## src/rtl/pipeline_control_unit.sv

```systemverilog
// pipeline_control_unit
//
// Central stall/flush sequencer for the 5-stage MIPS pipeline. It merges the
// load-use hazard, taken-branch flush, data-memory wait and a software halt
// request into one set of pipeline-register write enables and flush/bubble
// controls. A small FSM handles the memory-wait timeout and an orderly drain
// of the pipeline before halting.
//
// Optional feature macro: PIPE_PERF_EN
//   defined   -> stall_cycles / flush_count are live saturating counters
//   undefined -> both counter ports are tied to zero, no counter flops
//
// Parameters
//   MEM_TIMEOUT   max consecutive memory-wait cycles before error (>=1)
//   DRAIN_CYCLES  NOP-injection cycles after a halt request (>=1)
//
// Ports
//   clk, rst_n                   clock, synchronous active-low reset
//   IDEX_memread, IDEX_rt        load in EX and its destination register
//   IFID_rs, IFID_rt             source registers of the instruction in ID
//   branch_taken                 branch/jump resolved taken in EX
//   EXMEM_memaccess, mem_ready   data-memory access in MEM and its completion
//   halt_req                     level-sensitive halt request
//   PCWrite, IFID_write,
//   IDEX_write, EXMEM_write      pipeline register write enables
//   IFID_flush                   load a NOP into IF/ID
//   IDEX_bubble                  zero the ID/EX control fields
//   halted                       pipeline drained and stopped
//   mem_error                    sticky memory timeout flag
//   stall_cycles, flush_count    performance counters
//
// State | meaning
// ------+---------------------------------------------------------------
// RUN   | normal operation, hazards resolved by priority
// DRAIN | halt requested, injecting NOPs until the pipeline is empty
// HALTED| stopped (drain complete or memory timeout), left only by reset

module pipeline_control_unit #(
  parameter int MEM_TIMEOUT  = 16,
  parameter int DRAIN_CYCLES = 3
) (
  input  logic        clk,
  input  logic        rst_n,
  input  logic        IDEX_memread,
  input  logic [4:0]  IDEX_rt,
  input  logic [4:0]  IFID_rs,
  input  logic [4:0]  IFID_rt,
  input  logic        branch_taken,
  input  logic        EXMEM_memaccess,
  input  logic        mem_ready,
  input  logic        halt_req,
  output logic        PCWrite,
  output logic        IFID_write,
  output logic        IDEX_write,
  output logic        EXMEM_write,
  output logic        IFID_flush,
  output logic        IDEX_bubble,
  output logic        halted,
  output logic        mem_error,
  output logic [15:0] stall_cycles,
  output logic [15:0] flush_count
);

  localparam int WAIT_W  = $clog2(MEM_TIMEOUT) + 1;
  localparam int DRAIN_W = $clog2(DRAIN_CYCLES) + 1;

  typedef enum logic [1:0] {
    S_RUN    = 2'd0,
    S_DRAIN  = 2'd1,
    S_HALTED = 2'd2
  } state_t;

  state_t               r_state;
  logic [WAIT_W-1:0]    r_wait_cnt;
  logic [DRAIN_W-1:0]   r_drain_cnt;
  logic                 r_mem_error;
  logic                 r_halted;

  logic w_memstall;
  logic w_loaduse;
  logic w_timeout;

  assign w_memstall = EXMEM_memaccess && !mem_ready;
  assign w_loaduse  = IDEX_memread && (IDEX_rt != 5'd0) &&
                      ((IDEX_rt == IFID_rs) || (IDEX_rt == IFID_rt));
  assign w_timeout  = w_memstall && (r_wait_cnt == WAIT_W'(MEM_TIMEOUT - 1));

  always_comb begin
    PCWrite     = 1'b1;
    IFID_write  = 1'b1;
    IDEX_write  = 1'b1;
    EXMEM_write = 1'b1;
    IFID_flush  = 1'b0;
    IDEX_bubble = 1'b0;
    case (r_state)
      S_RUN: begin
        if (w_memstall) begin
          // Freeze everything; branch/load-use are re-evaluated once unfrozen.
          PCWrite     = 1'b0;
          IFID_write  = 1'b0;
          IDEX_write  = 1'b0;
          EXMEM_write = 1'b0;
        end else if (branch_taken) begin
          IFID_flush  = 1'b1;
          IDEX_bubble = 1'b1;
        end else if (w_loaduse) begin
          PCWrite     = 1'b0;
          IFID_write  = 1'b0;
          IDEX_bubble = 1'b1;
        end
      end
      S_DRAIN: begin
        // Fetch is stopped and IF/ID keeps receiving NOPs, so the older
        // instructions flow out; a memory wait still freezes the registers.
        PCWrite    = 1'b0;
        IFID_flush = 1'b1;
        if (w_memstall) begin
          IFID_write  = 1'b0;
          IDEX_write  = 1'b0;
          EXMEM_write = 1'b0;
        end
      end
      default: begin
        PCWrite     = 1'b0;
        IFID_write  = 1'b0;
        IDEX_write  = 1'b0;
        EXMEM_write = 1'b0;
      end
    endcase
  end

  assign halted    = r_halted;
  assign mem_error = r_mem_error;

  always_ff @(posedge clk) begin
    if (!rst_n) begin
      r_state     <= S_RUN;
      r_wait_cnt  <= '0;
      r_drain_cnt <= '0;
      r_mem_error <= 1'b0;
      r_halted    <= 1'b0;
    end else begin
      if (r_state != S_HALTED) begin
        if (w_memstall) begin
          if (w_timeout) begin
            r_mem_error <= 1'b1;
            r_halted    <= 1'b1;
            r_state     <= S_HALTED;
          end else begin
            r_wait_cnt <= r_wait_cnt + WAIT_W'(1);
          end
        end else begin
          r_wait_cnt <= '0;
          if (r_state == S_RUN) begin
            if (halt_req) begin
              r_state     <= S_DRAIN;
              r_drain_cnt <= DRAIN_W'(DRAIN_CYCLES);
            end
          end else begin
            if (r_drain_cnt == DRAIN_W'(1)) begin
              r_state  <= S_HALTED;
              r_halted <= 1'b1;
            end else begin
              r_drain_cnt <= r_drain_cnt - DRAIN_W'(1);
            end
          end
        end
      end
    end
  end

`ifdef PIPE_PERF_EN
  logic [15:0] r_stall_cycles;
  logic [15:0] r_flush_count;
  logic        w_stall_evt;
  logic        w_flush_evt;

  assign w_stall_evt = (r_state != S_HALTED) && !PCWrite;
  // Only branch-caused flushes count; drain flushes are not mispredicts.
  assign w_flush_evt = (r_state == S_RUN) && !w_memstall && branch_taken;

  always_ff @(posedge clk) begin
    if (!rst_n) begin
      r_stall_cycles <= '0;
      r_flush_count  <= '0;
    end else begin
      if (w_stall_evt && (r_stall_cycles != 16'hFFFF))
        r_stall_cycles <= r_stall_cycles + 16'd1;
      if (w_flush_evt && (r_flush_count != 16'hFFFF))
        r_flush_count <= r_flush_count + 16'd1;
    end
  end

  assign stall_cycles = r_stall_cycles;
  assign flush_count  = r_flush_count;
`else
  assign stall_cycles = 16'd0;
  assign flush_count  = 16'd0;
`endif

endmodule

```

## config.mk

```make
export PLATFORM = sky130hd
export DESIGN_NAME = pipeline_control_unit
export DESIGN_NICKNAME = d
export VERILOG_FILES = /design/src/rtl/pipeline_control_unit.sv
export SDC_FILE = /design/constraint.sdc
export NUM_CORES = 1
export LEC_CHECK = 0
export ABC_AREA = 0
export ABC_CLOCK_PERIOD_IN_PS = 1900
export CAP_MARGIN = 20
export CORE_ASPECT_RATIO = 0.75
export CORE_MARGIN = 2
export CORE_UTILIZATION = 35
export DETAILED_ROUTE_END_ITERATION = 10
export PLACE_DENSITY = 0.75
export SETUP_SLACK_MARGIN = 0.2
export SLEW_MARGIN = 5
export SYNTH_ARGS = -nofsm -noshare
export SYNTH_HDL_FRONTEND = slang
export SYNTH_SLANG_ARGS = --single-unit
```

## constraint.sdc

```tcl
create_clock -name clk -period 1.9 [get_ports clk]
set_input_delay 0.19 -clock clk [delete_from_list [all_inputs] [get_ports clk]]
set_output_delay 0.19 -clock clk [all_outputs]
set_load 0.05 [all_outputs]
```

==> run_results.csv, run 1 <==
group,metric,value,unit
outcome,outcome,"finished clean",
job,cap_violations,0,
critical_path,crit_fanout,5,
critical_path,required,2.06,ns
clocking,worstSkewPairLatency,0.24,ns
finish,fin_util,0.5028,
detailed_routing,routedWlPerCell,10.39,µm
timing,worst_pin_slew,0.5012,ns
global_route,grt_pass1_vias,801,
synthesis,synth-edff-count,0,
timing,whs,0.4696,ns
synthesis,synth.avg_cell_area,8.019,µm²
finish,final_common_cell,"conb_1",
finish,nets,195,
pwr,total_power,986.6,µW
critical_path,crit_slowest_cell,"dfxtp_2",
floorplan,std_cell_rows,17,
detailed_routing,routed_wl,2.140,mm
floorplan,start_util,0.3632,
floorplan,die_area,3485,µm²
finish,synthToLayoutAreaGrowth,38.42,%
timing,finClkSkew,0.002647,ns
timing,timing.slew.headroom,0.6648,
timing,rsz0062_at_grt,"yes",
critical_path,arrival,1.79,ns
finish,fill_cells,281,
timing,setup_ws,0.2688,ns
clocking,numCtsBuffers,3,
synthesis,synth_flop_cell,"dfxtp_1",
place,placedInstanceArea,1348,µm²
hold_path,worstHoldPathType,"flop to flop",
timing,timing.fmax,613.0,MHz
synthesis,syn-instance-count,132,
global_route,grt_start_max_net_pins,13,
place,hpwl,1.683,mm
critical_path,slowest_delay,0.35,ns
detailed_routing,drtAntennaViolNets,0,
finish,final_area,1465,µm²
critical_path,start_kind,"flop",
detailed_routing,via_per_inst,4.350,
synthesis,syn-cell-area,1059,µm²
clocking,cts_buffer_depth,2,
clocking,cts_tree,"done",
detailed_routing,dr.pass1.iters,4,
floorplan,die_h,51.63,µm
critical_path,path_cells,"ha_2, and3_1, ha_4, nand3b_1, buf_4, a21o_1, a211oi_1",
clocking,cts-root-buf,"clkbuf_8",
finish,mostFrequentLayoutCells,"conb_1, clkdlybuf4s50_1, nor2_1, xnor2_1, dfxtp_1",
finish,drive_gt1_frac,0.2202,
place,port_buffers,29,
global_route,grt_pass1_wl,3.470,mm
timing,timing_hold_violations_final,0,
clocking,holdBufCountCts,0,
timing,fin_crit,1.631,ns
synthesis,synth-seq-cells,12,
clocking,htree_num_levels,1,
pwr,ir_drop,0.4874,mV
global_route,track_usage,0.1299,
finish,diodes,0,
synthesis,synthArstFlopShare,0,
floorplan,coreArea,2914,µm²
clocking,cts_sinks,12,
synthesis,synth_cell_types,35,
place,gp_congestion,0.7581,
synthesis,yosysWarnings,0,
timing,fin_crit_sh,0.8585,
timing,final-setup-viol-count,0,
synthesis,yosysSeqAreaShare,0.2270,
critical_path,cp-end-kind,"flop",
detailed_routing,drt_iter0_markers,29,
place,dp_slack,-0.05525,ns
floorplan,die_w,67.50,µm
pwr,leakage,0.6496,nW
global_route,antenna_found_initial,0,
pwr,power_density,673.4,nW/µm²
detailed_routing,drc,0,
clocking,clk_pin_slew,0.06,ns
detailed_routing,vias,896,
critical_path,criticalPathCategory,"flop to flop",
global_route,grt.overflow.total,0,
timing,drv_slew,0,
floorplan,pin_count,62,
## cell type report
type                            instances  area (µm²)  area share
Multi-Input combinational cell        109       709.4      0.4842
Clock buffer                            4       55.05     0.03757
Inverter                                6       22.52     0.01537
Tap cell                               38       47.55     0.03245
Timing Repair Buffer                   37       387.9      0.2647
Sequential cell                        12       242.7      0.1657
## routing by layer
layer | up-vias | share of wire | global-route usage
li1 | 459 | - | -
met1 | 402 | 0.46 | 0.1709
met2 | 35 | 0.46 | 0.1977
met3 | 0 | 0.083 | 0.04762
met4 | 0 | 0 | 0.03741
met5 | - | 0 | 0
## cells in the mapped netlist, types with 2 or more instances
| master | instances | share of area |
|---|---|---|
| nor2b_1 | 4 | 0.024 |
| nor4_1 | 3 | 0.018 |
| a22oi_1 | 2 | 0.014 |
| o21ai_0 | 2 | 0.0095 |
| a21boi_1 | 2 | 0.014 |
| inv_1 | 6 | 0.021 |
| nand4_1 | 3 | 0.018 |
| o21a_1 | 2 | 0.014 |
| dfxtp_1 | 12 | 0.23 |
| buf_4 | 34 | 0.24 |
| nand3b_1 | 2 | 0.014 |
| xnor2_1 | 10 | 0.083 |
| a21o_1 | 2 | 0.014 |
| o211a_1 | 2 | 0.019 |
| nand3_1 | 2 | 0.0095 |
| a21oi_1 | 6 | 0.028 |
| ha_1 | 4 | 0.047 |
| nor2_1 | 11 | 0.039 |
| nand2b_1 | 3 | 0.018 |
| nand2_1 | 3 | 0.011 |
| nor3_1 | 3 | 0.014 |
## flip-flops by register name, summed over array words and instances (netlist names)
signal and cells:
halted 1, r_drain_cnt 3, r_wait_cnt 5, mem_error 1, r_state 2
## critical path, delay by kind of cell (launching register included)
kind | cells | cell delay [ns]
buffers and inverters | 1 | 0.18
flip-flops | 1 | 0.35
AND/OR/NAND/NOR | 2 | 0.32
AO/OA/AOI/OAI | 2 | 0.35
adder cells (fa/ha/maj) | 2 | 0.35
## cell families after synthesis
logic type	share of synthesized area
buffers and inverters	0.2742
other	0.003543
AO/OA/AOI/OAI	0.1584
flip-flops	0.2269
adder cells (fa/ha/maj)	0.04728
XOR/XNOR	0.08274
multiplexers	0.009457
AND/OR/NAND/NOR	0.1974
## stage by stage
stage | std cells | TNS (ns)
2_1_floorplan | 163 | 0
3_3_place_gp | 200 | -0.07418
3_5_place_dp | 200 | -0.1117
4_1_cts | 205 | 0
5_1_grt | 206 | 0
6_report | 206 | 0
## power breakdown
group | leakage, nW | internal (mW) | switching, mW | total (mW)
logic | 0.522 | 0.149 | 0.274 | 0.423
clock network | 0.0288 | 0.183 | 0.0979 | 0.281
registers | 0.0987 | 0.265 | 0.0178 | 0.282
total | 0.650 | 0.597 | 0.389 | 0.987
## final timing paths
check | end | startpoint | slack, ns | cells past startpoint
worst min register to register | halted | halted | 0.47 | 1
worst max-delay path | r_state[0] | r_wait_cnt[0] | 0.27 | 7
worst max register to register | r_state[0] | r_wait_cnt[0] | 0.27 | 7
worst min-delay path | halted | halted | 0.47 | 1
## what timing repair did
action,in CTS,in global routing
resized for setup,17,11
endpoints found under the setup margin,6,12
pin swaps,7,7
gates cloned,0,0
setup buffers,1,1
(Power assumes the default switching activity.)
==> run 2, diff against run 1 <==
--- a/config.mk
+++ b/config.mk
@@ -5,7 +5,6 @@
 export SDC_FILE = /design/constraint.sdc
 export NUM_CORES = 1
 export LEC_CHECK = 0
-export ABC_AREA = 0
 export ABC_CLOCK_PERIOD_IN_PS = 1900
 export CAP_MARGIN = 20
 export CORE_ASPECT_RATIO = 0.75
==> results of run 2 <==
No change in the layout: final DEF, timing and power equal those of run 1.
